===== src/rtl/pci_blue_response_arbiter.sv =====
// pci_blue_response_arbiter
//
// This block shares the Host Interface Response FIFO write port between two producers:
//   - PCI Target path: multi-entry references. tgt_resp_last marks the final entry.
//   - PCI Master path: single-entry status reports.
// Each producer writes into its own HOLD_DEPTH-entry circular holding buffer. A burst-atomic
// arbiter drains the two buffers into the FIFO. Once a Target reference has been granted, it
// is never interleaved with Master entries. Flow control comes from the FIFO's asynchronous
// room flag, which is passed through a two-flop synchronizer.
//
// Optional feature: when `PCI_BLUE_RESP_ROUND_ROBIN_EN is defined, ties in IDLE alternate
// between the producers, and Target wins the first tie. Otherwise Master wins every tie.
//
// Ports:
//   pci_clk, pci_reset_comb        clock; asynchronous active-high reset
//   tgt_resp_*                     Target entry in (type/cbe/data/last/load)
//   tgt_resp_room                  out: Target buffer not full
//   tgt_resp_error                 out: sticky Target overflow or FIFO error
//   pci_master_to_target_request_* Master entry in, room out, sticky error out
//   pci_iface_response_*           registered FIFO write port out; async room and error in
module pci_blue_response_arbiter #(
  parameter int unsigned HOLD_DEPTH = 4
) (
  input  logic        pci_clk,
  input  logic        pci_reset_comb,
  input  logic [2:0]  tgt_resp_type,
  input  logic [3:0]  tgt_resp_cbe,
  input  logic [31:0] tgt_resp_data,
  input  logic        tgt_resp_last,
  input  logic        tgt_resp_load,
  output logic        tgt_resp_room,
  output logic        tgt_resp_error,
  input  logic [2:0]  pci_master_to_target_request_type,
  input  logic [3:0]  pci_master_to_target_request_cbe,
  input  logic [31:0] pci_master_to_target_request_data,
  input  logic        pci_master_to_target_request_data_load,
  output logic        pci_master_to_target_request_room_available_meta,
  output logic        pci_master_to_target_request_error,
  output logic [3:0]  pci_iface_response_type,
  output logic [3:0]  pci_iface_response_cbe,
  output logic [31:0] pci_iface_response_data,
  output logic        pci_iface_response_data_load,
  input  logic        pci_iface_response_room_available_meta,
  input  logic        pci_iface_response_error
);

  localparam int unsigned PtrW = (HOLD_DEPTH > 1) ? $clog2(HOLD_DEPTH) : 1;
  localparam int unsigned CntW = PtrW + 1;
  localparam logic [CntW-1:0] CntFull = CntW'(HOLD_DEPTH);
  localparam logic [CntW-1:0] CntOne  = CntW'(1);
  localparam logic [PtrW-1:0] PtrOne  = PtrW'(1);

  typedef enum logic [1:0] {StIdle, StGrantTgt, StGrantMst} arb_state_e;

  // ---------------------------------------------------------------------------
  // Target holding buffer: entry = {last, type[2:0], cbe[3:0], data[31:0]}
  // ---------------------------------------------------------------------------
  logic [39:0]     tgt_mem [HOLD_DEPTH];
  logic [PtrW-1:0] tgt_wptr_q, tgt_wptr_d;
  logic [PtrW-1:0] tgt_rptr_q, tgt_rptr_d;
  logic [CntW-1:0] tgt_cnt_q, tgt_cnt_d;
  logic            tgt_room, tgt_avail, tgt_push, tgt_pop;
  logic [39:0]     tgt_head;

  assign tgt_room  = (tgt_cnt_q != CntFull);
  assign tgt_avail = (tgt_cnt_q != '0);
  // A load without room is dropped even if a pop frees a slot in the same cycle.
  assign tgt_push  = tgt_resp_load & tgt_room;
  assign tgt_head  = tgt_mem[tgt_rptr_q];

  always_comb begin
    tgt_wptr_d = tgt_wptr_q;
    tgt_rptr_d = tgt_rptr_q;
    tgt_cnt_d  = tgt_cnt_q;
    if (tgt_push) tgt_wptr_d = tgt_wptr_q + PtrOne;
    if (tgt_pop)  tgt_rptr_d = tgt_rptr_q + PtrOne;
    if (tgt_push && !tgt_pop) begin
      tgt_cnt_d = tgt_cnt_q + CntOne;
    end else if (!tgt_push && tgt_pop) begin
      tgt_cnt_d = tgt_cnt_q - CntOne;
    end
  end

  always_ff @(posedge pci_clk or posedge pci_reset_comb) begin
    if (pci_reset_comb) begin
      tgt_wptr_q <= '0;
      tgt_rptr_q <= '0;
      tgt_cnt_q  <= '0;
    end else begin
      tgt_wptr_q <= tgt_wptr_d;
      tgt_rptr_q <= tgt_rptr_d;
      tgt_cnt_q  <= tgt_cnt_d;
    end
  end

  // Storage needs no reset: an entry is only read after its count slot is valid.
  always_ff @(posedge pci_clk) begin
    if (tgt_push) begin
      tgt_mem[tgt_wptr_q] <= {tgt_resp_last, tgt_resp_type, tgt_resp_cbe, tgt_resp_data};
    end
  end

  // ---------------------------------------------------------------------------
  // Master holding buffer: entry = {type[2:0], cbe[3:0], data[31:0]}
  // ---------------------------------------------------------------------------
  logic [38:0]     mst_mem [HOLD_DEPTH];
  logic [PtrW-1:0] mst_wptr_q, mst_wptr_d;
  logic [PtrW-1:0] mst_rptr_q, mst_rptr_d;
  logic [CntW-1:0] mst_cnt_q, mst_cnt_d;
  logic            mst_room, mst_avail, mst_push, mst_pop;
  logic [38:0]     mst_head;

  assign mst_room  = (mst_cnt_q != CntFull);
  assign mst_avail = (mst_cnt_q != '0);
  assign mst_push  = pci_master_to_target_request_data_load & mst_room;
  assign mst_head  = mst_mem[mst_rptr_q];

  always_comb begin
    mst_wptr_d = mst_wptr_q;
    mst_rptr_d = mst_rptr_q;
    mst_cnt_d  = mst_cnt_q;
    if (mst_push) mst_wptr_d = mst_wptr_q + PtrOne;
    if (mst_pop)  mst_rptr_d = mst_rptr_q + PtrOne;
    if (mst_push && !mst_pop) begin
      mst_cnt_d = mst_cnt_q + CntOne;
    end else if (!mst_push && mst_pop) begin
      mst_cnt_d = mst_cnt_q - CntOne;
    end
  end

  always_ff @(posedge pci_clk or posedge pci_reset_comb) begin
    if (pci_reset_comb) begin
      mst_wptr_q <= '0;
      mst_rptr_q <= '0;
      mst_cnt_q  <= '0;
    end else begin
      mst_wptr_q <= mst_wptr_d;
      mst_rptr_q <= mst_rptr_d;
      mst_cnt_q  <= mst_cnt_d;
    end
  end

  always_ff @(posedge pci_clk) begin
    if (mst_push) begin
      mst_mem[mst_wptr_q] <= {pci_master_to_target_request_type,
                              pci_master_to_target_request_cbe,
                              pci_master_to_target_request_data};
    end
  end

  // ---------------------------------------------------------------------------
  // FIFO room synchronizer. The FIFO reserves enough slack for the two sync
  // stages, the output register and one pop already in flight.
  // ---------------------------------------------------------------------------
  logic room_meta_q, room_sync_q;

  always_ff @(posedge pci_clk or posedge pci_reset_comb) begin
    if (pci_reset_comb) begin
      room_meta_q <= 1'b0;
      room_sync_q <= 1'b0;
    end else begin
      room_meta_q <= pci_iface_response_room_available_meta;
      room_sync_q <= room_meta_q;
    end
  end

  // ---------------------------------------------------------------------------
  // Arbiter
  // ---------------------------------------------------------------------------
  arb_state_e state_q, state_d;

`ifdef PCI_BLUE_RESP_ROUND_ROBIN_EN
  // Records who was granted last. It resets to Master, so Target wins the first tie.
  logic last_mst_q, last_mst_d;

  always_ff @(posedge pci_clk or posedge pci_reset_comb) begin
    if (pci_reset_comb) begin
      last_mst_q <= 1'b1;
    end else begin
      last_mst_q <= last_mst_d;
    end
  end
`endif

  always_comb begin
    state_d = state_q;
    tgt_pop = 1'b0;
    mst_pop = 1'b0;
`ifdef PCI_BLUE_RESP_ROUND_ROBIN_EN
    last_mst_d = last_mst_q;
`endif
    unique case (state_q)
      StIdle: begin
        // The grant is registered here; nothing pops in the IDLE cycle.
        if (tgt_avail && mst_avail) begin
`ifdef PCI_BLUE_RESP_ROUND_ROBIN_EN
          if (last_mst_q) begin
            state_d    = StGrantTgt;
            last_mst_d = 1'b0;
          end else begin
            state_d    = StGrantMst;
            last_mst_d = 1'b1;
          end
`else
          state_d = StGrantMst;
`endif
        end else if (tgt_avail) begin
          state_d = StGrantTgt;
`ifdef PCI_BLUE_RESP_ROUND_ROBIN_EN
          last_mst_d = 1'b0;
`endif
        end else if (mst_avail) begin
          state_d = StGrantMst;
`ifdef PCI_BLUE_RESP_ROUND_ROBIN_EN
          last_mst_d = 1'b1;
`endif
        end
      end
      StGrantTgt: begin
        // If the buffer empties mid-reference, keep the grant and wait for the rest of it.
        if (room_sync_q && tgt_avail) begin
          tgt_pop = 1'b1;
          if (tgt_head[39]) state_d = StIdle;
        end
      end
      StGrantMst: begin
        if (room_sync_q && mst_avail) begin
          mst_pop = 1'b1;
          state_d = StIdle;
        end
      end
      default: state_d = StIdle;
    endcase
  end

  always_ff @(posedge pci_clk or posedge pci_reset_comb) begin
    if (pci_reset_comb) begin
      state_q <= StIdle;
    end else begin
      state_q <= state_d;
    end
  end

  // ---------------------------------------------------------------------------
  // Registered FIFO write port. Bit 3 of the type distinguishes Master from Target.
  // ---------------------------------------------------------------------------
  logic        load_q;
  logic [3:0]  type_q;
  logic [3:0]  cbe_q;
  logic [31:0] data_q;

  always_ff @(posedge pci_clk or posedge pci_reset_comb) begin
    if (pci_reset_comb) begin
      load_q <= 1'b0;
      type_q <= '0;
      cbe_q  <= '0;
      data_q <= '0;
    end else begin
      load_q <= tgt_pop | mst_pop;
      if (tgt_pop) begin
        type_q <= {1'b0, tgt_head[38:36]};
        cbe_q  <= tgt_head[35:32];
        data_q <= tgt_head[31:0];
      end else if (mst_pop) begin
        type_q <= {1'b1, mst_head[38:36]};
        cbe_q  <= mst_head[35:32];
        data_q <= mst_head[31:0];
      end
    end
  end

  // ---------------------------------------------------------------------------
  // Sticky error flags. They are cleared only by reset.
  // ---------------------------------------------------------------------------
  logic tgt_err_q, mst_err_q;

  always_ff @(posedge pci_clk or posedge pci_reset_comb) begin
    if (pci_reset_comb) begin
      tgt_err_q <= 1'b0;
      mst_err_q <= 1'b0;
    end else begin
      tgt_err_q <= tgt_err_q | (tgt_resp_load & ~tgt_room) | pci_iface_response_error;
      mst_err_q <= mst_err_q | (pci_master_to_target_request_data_load & ~mst_room)
                 | pci_iface_response_error;
    end
  end

  assign tgt_resp_room                                    = tgt_room;
  assign tgt_resp_error                                   = tgt_err_q;
  assign pci_master_to_target_request_room_available_meta = mst_room;
  assign pci_master_to_target_request_error               = mst_err_q;
  assign pci_iface_response_type                          = type_q;
  assign pci_iface_response_cbe                           = cbe_q;
  assign pci_iface_response_data                          = data_q;
  assign pci_iface_response_data_load                     = load_q;

endmodule


===== config.mk =====
export PLATFORM = sky130hd
export DESIGN_NAME = pci_blue_response_arbiter
export DESIGN_NICKNAME = d
export VERILOG_FILES = /design/src/rtl/pci_blue_response_arbiter.sv
export SDC_FILE = /design/constraint.sdc
export NUM_CORES = 1
export LEC_CHECK = 0
export BUFFER_PORTS_ARGS = -buffer_cell sky130_fd_sc_hd__clkbuf_2
export CAP_MARGIN = 40
export CORE_ASPECT_RATIO = 0.7
export CORE_MARGIN = 2
export CORE_UTILIZATION = 45
export CTS_CLUSTER_SIZE = 8
export DETAILED_ROUTE_END_ITERATION = 10
export GPL_ROUTABILITY_DRIVEN = 0
export SLEW_MARGIN = 5
export SYNTH_ARGS = -nofsm -noshare
export SYNTH_HDL_FRONTEND = slang
export SYNTH_SLANG_ARGS = --single-unit

===== constraint.sdc =====
create_clock -name pci_clk -period 2.7 [get_ports pci_clk]
set_input_delay 0 -clock pci_clk [delete_from_list [all_inputs] [get_ports pci_clk]]
set_output_delay 0 -clock pci_clk [all_outputs]
set_load 0.03 [all_outputs]

==> metrics.txt <==
run status=finished, final reports clean; Final Routed Wirelength=roughly 32000 um; worst hold path class=in -> reg; category of the worst setup path capture point=flip-flop; length of the first detailed-routing pass in iterations=5; flop and latch count out of synthesis=between 300 and 400; proportion of power drawn by the clock network=0.299; number of cell rows=54; Crit Path Category=reg -> reg; global route overflow=0; proportion of synthesized area in mux cells=0.128; GRT Overall Usage=0.194; vias per cell=approximately 5.3; post-route core utilization=0.573; R2R cell count=7; detailed placement HPWL=~21000 um; combinational family with the most area after synthesis=multiplexers; required time of the critical path=about 3100 ps; Setup crit start=mst_cnt_q[0]; CTS clock-pin slew for the worst setup and hold paths=50 ps; number of top-level pins=between 100 and 150; wire length of the first global-routing pass=around 48000 um; via count of the first global-routing pass=between 7k and 8k; switching part of the total=0.311; number of sinks on the clock net=roughly 380; Wirelength per Cell=about 22 um; Switch Pwr=6.27 mW; terminating pin of the worst hold path=room_meta_q; max_cap viols=0; count of final hold-check violations=0; Core ar.=approximately 31000 sq um; Final Net Count=about 1.1k; Clock Tree Root=clkbuf_16; Fin Clk Skew=between 15 and 20 ps; antenna violations before repair=2; area of the mapped netlist=14300 sq um; share of synthesized cell area in and, or, nand and nor gates=0.0201; compound-cell area share of the yosys netlist=0.0347; Highest Clock Rate=around 450 MHz; post-synthesis sequential area ratio=0.771; maximum number of pins on one net before global-route repair=42; syn_area_per_cell=20.5 sq um; Critical Path Source Type=flip-flop; Logic pwr share=0.280; DRC=0; adder-cell share of the synthesized area=0.0116; Starting Density=0.458; RSZ-0062 raised after global routing=false; final setup violating endpoints=0; insertion delay to the later sink of the worst-skew pair=between 500 and 600 ps; die height=approximately 150 um; overall die area=33200 sq um; Slew headroom=0.471; footprint of the multi-input gates=slightly below 3000 sq um; Horiz. Die Dim=217 um; total power density per cell area=roughly 1100 nW/um^2; Hold Path Cell Cnt=2; total of warnings raised by yosys=0; number of H-tree levels=2; data arrival time at the worst-slack endpoint=between 2000 and 3000 ps; fraction of layout cells with a size suffix above 1=0.301; reg2reg setup slack=about 480 ps; part of the total power dissipated in sequential elements=0.421; Syn Nets=between 700 and 800; CTS tree=built; worst vdd rail ir drop=0.642 mV; count of cells resized by post-cts repair=0; biggest fanout along the worst timing path=7; Reg2Reg Launch Point=mst_cnt_q[0]; reg-to-reg critical path endpoint=mst_cnt_q[1]; synthesized instance count=697; internal power contribution=roughly 14 mW; area growth from synthesis to layout=25.2%; CTS Buffer Depth=3; number of inserted filler cells in the final layout=2354; xor-xnor portion of the synthesized cell area=0.00736; number of different library cells in the post-synthesis netlist=40; Lkg Pwr=roughly 6.5 nW; ratio of final minimum period to clock period=0.824; area of all sequential standard cells=about 11000 sq um; number of DRC markers in iteration 0=708; crit path time final=between 2000 and 2500 ps; fin. max-slew vios=0; Antenna Nets Post-Route=0; Hold Crit Start=pci_iface_response_room_available_meta; cts bufs inserted=53; Via Count=around 7.6k; Port-buffer cells=between 100 and 150; worst slew pin tran=792 ps; setup_tns=0 ps
## power groups by stage
stage | Clock [mW] | Sequential, mW | Combinational [mW]
2_1_floorplan | 0 | 8.88 | 3.36
3_3_place_gp | 0 | 8.47 | 5.44
3_5_place_dp | 0 | 8.58 | 5.57
4_1_cts | 6.14 | 8.48 | 5.72
5_1_grt | 6.42 | 8.59 | 6.06
6_report | 6.03 | 8.48 | 5.64
## worst max-delay path by stage
stage	cells after the start	slack [ps]	to
floorplan	3	420	tgt_mem[0][0]
global placement	9	650	tgt_cnt_q[2]
detailed placement	7	490	mst_cnt_q[1]
CTS	9	490	mst_cnt_q[2]
global route	9	370	mst_cnt_q[2]
finish	7	480	mst_cnt_q[1]
## state kept, by name, indices dropped and copies added, names as in the netlist, 2 cells and up
signal / cells
tgt_wptr_q: 2
tgt_mem: 160
mst_mem: 156
pci_iface_response_data: 32
mst_cnt_q: 3
mst_rptr_q: 2
tgt_rptr_q: 2
mst_wptr_q: 2
pci_iface_response_type: 4
state_q: 2
pci_iface_response_cbe: 4
tgt_cnt_q: 3
## critical path, cell delays in order, from the launching register on
cell     delay (ps)
dfrtp_1         460
nor2_1          190
nand2_1         180
and2_1          260
ha_1            240
inv_1            90
fa_1            420
mux2_2          270
## final cells by class
class,count,share of cell area
flip-flops and latches,377,0.616
well taps,420,0.0294
clock inverters,2,0.000979
repair buffers,241,0.0978
multi-input cells,251,0.162
inverters,38,0.00797
clock buffers,98,0.0860
diodes,2,0.000280
## cells in the final DEF, fill, tap and decap left out, types with 2 or more instances in the layout
master and count:
a21oi_1 43, a22oi_1 7, a311o_1 2, and2_1 2
and3_2 8, buf_12 4, buf_4 23, clkbuf_1 43
clkbuf_16 55, clkbuf_2 129, dfrtp_1 58, dfrtp_2 3
diode_2 2, dlygate4sd3_1 85, edfxtp_1 316, fa_1 2
ha_1 10, inv_1 35, inv_2 3, mux2_2 2
mux2i_1 2, mux4_1 8, mux4_2 70, nand2_1 20
nand3_1 3, nor2_1 18, o21ai_0 5, o21ai_1 4
o22ai_1 22, xnor2_1 8, xor2_1 4
## kinds of logic after synthesis
kind of cell | count (synthesis)
flops | 377
compound gates | 86
mux | 82
buf+inv | 69
simple gates | 59
xor+xnor | 12
fa+ha+maj | 12
## timing repair
action                    in CTS  in global routing
buffers inserted               0                  0
hold endpoints to repair     354                  0
hold buffers                  85                  0
## Yosys cell counts
cell type,count,share of area
nor3_1,1,0.00035
ha_1,10,0.0088
nor2_1,18,0.0047
xor2_1,4,0.0025
dfrtp_1,61,0.11
nor3_4,1,0.0011
and2_4,1,0.00061
o22ai_1,22,0.0096
buf_6,8,0.0063
o21ai_0,5,0.0018
buf_12,2,0.0028
inv_1,36,0.0095
mux2i_1,2,0.0014
or3_1,1,0.00044
a22oi_1,7,0.0037
mux2_2,2,0.0016
and2b_1,1,0.00053
buf_4,7,0.0037
o21ai_1,4,0.0014
nor3_2,1,0.00070
nand3b_1,1,0.00053
nand2_1,20,0.0053
fa_1,2,0.0028
inv_2,2,0.00053
nand3_1,3,0.0011
a21oi_1,43,0.015
nor2_2,1,0.00044
o31a_1,1,0.00061
edfxtp_1,316,0.66
buf_2,9,0.0032
xnor2_1,8,0.0049
o211ai_1,1,0.00053
mux4_1,8,0.015
and3_1,8,0.0035
a311o_1,2,0.0014
mux4_2,70,0.11
clkbuf_1,3,0.00079
buf_1,2,0.00053
a32oi_1,1,0.00061
and2_1,2,0.00088
## metal layers
layer  part of all wire  track usage  vias up  routed length (um)
met2               0.46        0.287      263               14500
li1                   -            -     3338                   -
met1               0.46        0.299     3936               14700
met3              0.062       0.0380       53                1950
met5                  0            0        -                   0
met4              0.018       0.0479        0                 564
## stage by stage
step	area [sq um]	power, mW	std cells	setup WS (ps)	hold WS (ps)
floorplan	14300	12.2	697	421	31.4
global placement	15500	13.9	1242	647	109
detailed placement	15500	14.2	1242	494	113
finish	17900	20.1	1429	476	122
global route	17900	21.1	1427	369	130
CTS	17900	20.3	1427	486	102
Note: power is estimated with default switching activity, not from simulation.
